<file path="src/rtl/uart_tx_arbiter_if.sv">
// Byte-stream handshake bundle between NUM_REQ requesters, the arbiter and the UART TX byte port.
interface uart_tx_arbiter_if #(
  parameter int NUM_REQ    = 4,
  parameter int DATA_WIDTH = 8
);
  logic [NUM_REQ-1:0]            req_valid;
  logic [NUM_REQ*DATA_WIDTH-1:0] req_data;
  logic [NUM_REQ-1:0]            req_last;
  logic [NUM_REQ-1:0]            req_ready;
  logic [DATA_WIDTH-1:0]         tx_data;
  logic                          tx_start;
  logic                          tx_busy;

  modport master (
    input  req_valid, req_data, req_last, tx_busy,
    output req_ready, tx_data, tx_start
  );

  modport slave (
    output req_valid, req_data, req_last, tx_busy,
    input  req_ready, tx_data, tx_start
  );
endinterface

</file>
<file path="src/rtl/uart_tx_arbiter.sv">
// Round-robin, packet-granular arbiter sharing one UART TX byte port among NUM_REQ requesters.
// Define UART_ARB_HDR_EN to prefix every grant with a header byte carrying the grant id.
module uart_tx_arbiter #(
  parameter int NUM_REQ    = 4,
  parameter int DATA_WIDTH = 8,
  parameter int MAX_BURST  = 16,
  parameter int TIMEOUT    = 64
) (
  input  logic                       clk,
  input  logic                       rst_n,
  uart_tx_arbiter_if.master          bus,
  output logic [$clog2(NUM_REQ)-1:0] grant_id,
  output logic                       active,
  output logic                       timeout_err
);
  localparam int GW = $clog2(NUM_REQ);
  localparam int BW = $clog2(MAX_BURST + 1);
  localparam int SW = $clog2(TIMEOUT + 1);
  localparam logic [BW-1:0] BURST_CAP = BW'(MAX_BURST);
  localparam logic [SW-1:0] STALL_CAP = SW'(TIMEOUT);
  localparam logic [SW-1:0] STALL_LIM = SW'(TIMEOUT - 1);

  typedef enum logic [2:0] {
    IDLE,
    ARB,
`ifdef UART_ARB_HDR_EN
    HDR,
`endif
    SEND,
    WAIT_ACK,
    WAIT_DONE
  } state_t;

  state_t                state, state_nxt;
  logic [GW-1:0]         ptr, ptr_nxt, grant_nxt, pick;
  logic                  pick_ok;
  logic                  active_nxt, timeout_nxt, start_nxt;
  logic                  last, last_nxt;
  logic [DATA_WIDTH-1:0] data_nxt;
  logic [BW-1:0]         byte_cnt, byte_nxt;
  logic [SW-1:0]         stall_cnt, stall_nxt;

  // Scan starts just after the last served requester, so it becomes lowest priority.
  always_comb begin
    pick_ok = 1'b0;
    pick    = '0;
    for (int i = 1; i <= NUM_REQ; i++) begin
      if (!pick_ok && bus.req_valid[(int'(ptr) + i) % NUM_REQ]) begin
        pick_ok = 1'b1;
        pick    = GW'((int'(ptr) + i) % NUM_REQ);
      end
    end
  end

  always_comb begin
    // NOTE: every output of this block gets a default first; a path that skipped one would infer a latch.
    state_nxt     = state;
    ptr_nxt       = ptr;
    grant_nxt     = grant_id;
    active_nxt    = active;
    timeout_nxt   = 1'b0;
    start_nxt     = 1'b0;
    data_nxt      = bus.tx_data;
    last_nxt      = last;
    byte_nxt      = byte_cnt;
    stall_nxt     = stall_cnt;
    bus.req_ready = '0;

    unique case (state)
      IDLE: begin
        if (|bus.req_valid) state_nxt = ARB;
      end

      ARB: begin
        if (pick_ok) begin
          grant_nxt  = pick;
          active_nxt = 1'b1;
          byte_nxt   = '0;
          stall_nxt  = '0;
          last_nxt   = 1'b0;
`ifdef UART_ARB_HDR_EN
          state_nxt  = HDR;
`else
          state_nxt  = SEND;
`endif
        end else begin
          state_nxt = IDLE;
        end
      end

`ifdef UART_ARB_HDR_EN
      HDR: begin
        if (!bus.tx_busy) begin
          start_nxt = 1'b1;
          data_nxt  = DATA_WIDTH'(grant_id);
          state_nxt = WAIT_ACK;
        end
      end
`endif

      SEND: begin
        if (bus.req_valid[grant_id]) begin
          if (!bus.tx_busy) begin
            bus.req_ready[grant_id] = 1'b1;
            start_nxt = 1'b1;
            data_nxt  = bus.req_data[int'(grant_id)*DATA_WIDTH +: DATA_WIDTH];
            last_nxt  = bus.req_last[grant_id];
            byte_nxt  = (byte_cnt == BURST_CAP) ? byte_cnt : byte_cnt + 1'b1;
            state_nxt = WAIT_ACK;
          end
        end else if (stall_cnt == STALL_LIM) begin
          timeout_nxt = 1'b1;
          ptr_nxt     = grant_id;
          active_nxt  = 1'b0;
          state_nxt   = IDLE;
        end else if (stall_cnt != STALL_CAP) begin
          stall_nxt = stall_cnt + 1'b1;
        end
      end

      WAIT_ACK: begin
        if (bus.tx_busy) state_nxt = WAIT_DONE;
      end

      WAIT_DONE: begin
        if (!bus.tx_busy) begin
          // A header leaves last=0 and byte_cnt=0, so it always falls through to SEND.
          if (last || byte_cnt == BURST_CAP) begin
            ptr_nxt    = grant_id;
            active_nxt = 1'b0;
            state_nxt  = IDLE;
          end else begin
            stall_nxt = '0;
            state_nxt = SEND;
          end
        end
      end

      default: state_nxt = IDLE;
    endcase
  end

  always_ff @(posedge clk) begin
    if (!rst_n) begin
      state        <= IDLE;
      ptr          <= GW'(NUM_REQ - 1);
      grant_id     <= '0;
      active       <= 1'b0;
      timeout_err  <= 1'b0;
      bus.tx_start <= 1'b0;
      bus.tx_data  <= '0;
      last         <= 1'b0;
      byte_cnt     <= '0;
      stall_cnt    <= '0;
    end else begin
      // NOTE: non-blocking assignments so every register samples pre-edge values regardless of statement order.
      state        <= state_nxt;
      ptr          <= ptr_nxt;
      grant_id     <= grant_nxt;
      active       <= active_nxt;
      timeout_err  <= timeout_nxt;
      bus.tx_start <= start_nxt;
      bus.tx_data  <= data_nxt;
      last         <= last_nxt;
      byte_cnt     <= byte_nxt;
      stall_cnt    <= stall_nxt;
    end
  end
endmodule

</file>
<file path="src/flat_wrapper.sv">
// flat-port wrapper written by rule: the top's interface ports become plain ports
module uart_tx_arbiter_flat 
#(
  parameter int NUM_REQ    = 4,
  parameter int DATA_WIDTH = 8,
  parameter int MAX_BURST  = 16,
  parameter int TIMEOUT    = 64
)
  (clk, rst_n, grant_id, active, timeout_err, bus_req_valid, bus_req_data, bus_req_last, bus_tx_busy, bus_req_ready, bus_tx_data, bus_tx_start);
  uart_tx_arbiter_if #(.NUM_REQ(NUM_REQ), .DATA_WIDTH(DATA_WIDTH)) bus_i ();
  input  logic clk;
  input  logic rst_n;
  output logic [$clog2(NUM_REQ)-1:0] grant_id;
  output logic active;
  output logic timeout_err;
  input wire logic [$bits(bus_i.req_valid)-1:0] bus_req_valid;
  input wire logic [$bits(bus_i.req_data)-1:0] bus_req_data;
  input wire logic [$bits(bus_i.req_last)-1:0] bus_req_last;
  input wire logic [$bits(bus_i.tx_busy)-1:0] bus_tx_busy;
  output wire logic [$bits(bus_i.req_ready)-1:0] bus_req_ready;
  output wire logic [$bits(bus_i.tx_data)-1:0] bus_tx_data;
  output wire logic [$bits(bus_i.tx_start)-1:0] bus_tx_start;
  assign bus_i.req_valid = bus_req_valid;
  assign bus_i.req_data = bus_req_data;
  assign bus_i.req_last = bus_req_last;
  assign bus_i.tx_busy = bus_tx_busy;
  assign bus_req_ready = bus_i.req_ready;
  assign bus_tx_data = bus_i.tx_data;
  assign bus_tx_start = bus_i.tx_start;
  uart_tx_arbiter #(.NUM_REQ(NUM_REQ), .DATA_WIDTH(DATA_WIDTH), .MAX_BURST(MAX_BURST), .TIMEOUT(TIMEOUT)) u_core (.clk(clk), .rst_n(rst_n), .bus(bus_i), .grant_id(grant_id), .active(active), .timeout_err(timeout_err));
endmodule
</file>
<file path="config.mk">
export PLATFORM = sky130hd
export DESIGN_NAME = uart_tx_arbiter_flat
export DESIGN_NICKNAME = d
export VERILOG_FILES = /design/src/rtl/uart_tx_arbiter_if.sv /design/src/rtl/uart_tx_arbiter.sv /design/src/flat_wrapper.sv
export SDC_FILE = /design/constraint.sdc
export NUM_CORES = 1
export LEC_CHECK = 0
export ABC_AREA = 1
export BUFFER_PORTS_ARGS = -buffer_cell sky130_fd_sc_hd__buf_2
export CAP_MARGIN = 20
export CORE_ASPECT_RATIO = 1.75
export CORE_MARGIN = 10
export CORE_UTILIZATION = 30
export CTS_BUF_LIST = sky130_fd_sc_hd__clkbuf_4
export DETAILED_ROUTE_END_ITERATION = 16
export GPL_TIMING_DRIVEN = 0
export PLACE_DENSITY = 0.54
export REMOVE_ABC_BUFFERS = 1
export SLEW_MARGIN = 20
export SYNTH_ARGS = -nofsm -noshare
export SYNTH_HDL_FRONTEND = slang
export SYNTH_SLANG_ARGS = --single-unit
</file>
<file path="constraint.sdc">
create_clock -name clk -period 3.3 [get_ports clk]
set_clock_uncertainty 0.05 [all_clocks]
set_input_delay 0.495 -clock clk [delete_from_list [all_inputs] [get_ports clk]]
set_output_delay 0.495 -clock clk [all_outputs]
set_load 0.02 [all_outputs]
</file>
==> impl_metrics.py <==
metrics = {
    "status": {
        "status": "finished clean",
    },
    "setup_path": {
        "criticalPathCategory": "reg -> out",
        "worstPathRequired_ns": 2.75,
        "crit_buf_inv": 3,
        "r2r_cells": 9,
        "worstPathCellList": "inv_1 > nand2_1 > nand2_2 > nand2_4 > nor2_4 > inv_2 > nor3_2 > buf_2",
        "endpoint_kind": "output pin",
        "startpoint": "u_core.grant_id[1]",
        "rrSetupSlack_ns": 1.04,
        "slowest_stage": "dfxtp_1",
        "reg2reg_to": "u_core.ptr[1]",
        "worstPathArrival_ns": 2.44,
        "r2r-start": "u_core.grant_id[1]",
        "cp_num_cells": 8,
        "crit_family": "buffers and inverters",
        "cp_max_fo": 15,
        "max_stage_delay_ns": 0.72,
        "startpoint_type": "flip-flop",
    },
    "floorplanning": {
        "die_x_um": 85.4,
        "die_y_um": 134,
        "io_pins": 60,
        "core-area_um2": 7230,
        "rows": 41,
        "dieArea_um2": 11500,
        "initial_core_util": 0.310,
    },
    "sta": {
        "grt_setup_unrepaired": "no",
        "timing.final.max_slew_violations": 0,
        "finalSetupViolations": 0,
        "clock.fmax_mhz": 335,
        "hold-worst-slack_ns": 0.398,
        "setup_tns_ns": 0,
        "slew_headroom": 0.474,
        "period_share": 0.904,
        "min_period_ns": 2.98,
        "tightestPinTransition_ns": 0.788,
        "hold_viol_final": 0,
    },
    "power_and_ir_drop": {
        "p_per_area_nw_per_um2": 680,
        "peakVddDrop_mv": 0.240,
        "finalPower_mw": 1.80,
        "p_leak_nw": 1.25,
    },
    "grt": {
        "grt_first_pass_wirelength_um": 11000,
        "grtUsageTotal": 0.112,
        "gr-total-overflow": 0,
        "grt_max_degree": 29,
        "antenna_found_initial": 0,
        "grt_pass1_vias": 2368,
    },
    "layout": {
        "diodes": 0,
        "fill_cells": 804,
        "final_nets": 458,
        "final_cell_area_um2": 2650,
        "syn2layout_area_growth_pct": 18.0,
        "drive_gt1_frac": 0.252,
        "utilization": 0.366,
    },
    "drt": {
        "via_per_inst": 4.84,
        "drt_iter0_drc": 107,
        "dr.pass1.iters": 4,
        "wl_um": 6440,
        "drc": 0,
        "avgRoutedWirePerCell_um": 12.9,
        "ant_nets": 0,
        "dr_total_vias": 2411,
    },
    "clocking": {
        "numClockSinks": 31,
        "cts_tree": "built",
        "cts_buffer_depth": 2,
        "cts-hold-fix-buffers": 0,
        "clk_pin_slew_ns": 0.10,
        "cts_htree_levels": 2,
        "cts_made_buffers": 5,
        "clkLatencyLatePin_ns": 0.34,
        "root_buffer": "clkbuf_4",
    },
    "hold_path": {
        "min_path_type": "in -> reg",
        "hold_end": "u_core.ptr[0]",
        "min_from": "rst_n",
        "worstHoldPathCells": 2,
    },
    "yosys": {
        "synth_edf_count": 0,
        "yosys.area.top_type_share": 0.277,
        "synth_top_cell_by_area": "dfxtp_1",
        "seq_area_frac_synth": 0.277,
        "synth_cell_type_count": 32,
        "ys_top_cells_by_count": "nand2_1, a21oi_1, nand3_1",
        "yosysMostFrequentCell": "nand2_1",
        "ys_warn_count": 0,
        "synth_area_leaders": "dfxtp_1, nand2_1, a21oi_1",
        "avgSynthCellArea_um2": 6.26,
        "synth_ff_type": "dfxtp_1",
        "async_reset_ff_frac": 0,
        "synth_seq_cells": 31,
        "netlist_area_um2": 2240,
        "postSynthCellCount": 358,
    },
    "flow_run": {
        "cap_viol_max_count": 0,
    },
    "placement": {
        "dp_hpwl_um": 4990,
        "portBuffers": 59,
        "placed_cell_area_um2": 2570,
        "finalWeightedCongestion": 0.819,
    },
}
==> metrics by stage <==
step	worst slack, ns	instances
6_report	0.317	498
5_1_grt	0.0938	498
4_1_cts	0.142	498
3_5_place_dp	0.536	490
3_3_place_gp	0.530	490
2_1_floorplan	0.879	345
==> sequential cells by signal, indices dropped and copies added (netlist names) <==
signal	cells
u_core.ptr	2
u_core.bus.tx_start	1
u_core.active	1
u_core.grant_id	2
u_core.byte_cnt	5
u_core.timeout_err	1
u_core.last	1
u_core.stall_cnt	7
u_core.bus.tx_data	8
u_core.state	3
==> cells in the final DEF, fill, tap and decap left out, types with 5 or more instances in the layout <==
master | Yosys | layout
dfxtp_1 | 31 | 30
o21ai_0 | 13 | 13
buf_2 | 1 | 59
nor2_1 | 24 | 24
a21oi_1 | 46 | 46
nand2_2 | 10 | 10
nand3_1 | 36 | 36
clkbuf_4 | 0 | 5
inv_1 | 23 | 23
inv_2 | 8 | 8
nor3_1 | 6 | 6
nand2_1 | 114 | 114
==> cell type report <==
type                       count  area [µm²]  share of cell area
clock buffer                   5        37.5              0.0142
clock inverter                 3        38.8              0.0147
inverter                      32         125              0.0473
multi-input combinational    282        1420               0.537
sequential                    31         622               0.235
tap                           86         108              0.0407
timing repair buffer          59         295               0.112
==> what timing repair did <==
| action | CTS | global route |
|---|---|---|
| buffers inserted | 0 | 0 |
| endpoints found under the setup margin | 0 | 4 |
| resized for setup | 0 | 1 |
==> where the power goes <==
| group | internal (mW) | total [mW] | switching (mW) | leakage [nW] |
|---|---|---|---|---|
| registers | 0.446 | 0.570 | 0.125 | 0.252 |
| clock network | 0.156 | 0.290 | 0.134 | 0.0426 |
| logic | 0.317 | 0.938 | 0.621 | 0.953 |
==> kinds of logic (layout without fill, tap and decap cells) <==
kind of cell / count (synthesis) / in the layout / synth area share
buffers and inverters: 45 / 99 / 0.0898
AND/OR/NAND/NOR: 208 / 208 / 0.440
flip-flops: 31 / 31 / 0.277
adder cells (fa/ha/maj): 4 / 4 / 0.0223
XOR/XNOR: 4 / 4 / 0.0156
AO/OA/AOI/OAI: 66 / 66 / 0.155
==> worst max path at each step <==
stage,end,slack (ns)
2_1_floorplan,bus_req_ready[0],0.88
3_3_place_gp,bus_req_ready[2],0.53
3_5_place_dp,bus_req_ready[3],0.54
4_1_cts,bus_req_ready[3],0.14
5_1_grt,bus_req_ready[3],0.09
6_report,bus_req_ready[3],0.32
==> per-layer routing <==
layer | GRT usage | vias up | routed length (µm)
met5 | 0 | - | 0
met4 | 0.0441 | 0 | 113
met3 | 0.0358 | 8 | 519
met2 | 0.202 | 58 | 3230
met1 | 0.115 | 1075 | 2570
li1 | - | 1270 | -
Note: power is estimated with default switching activity, not from simulation.
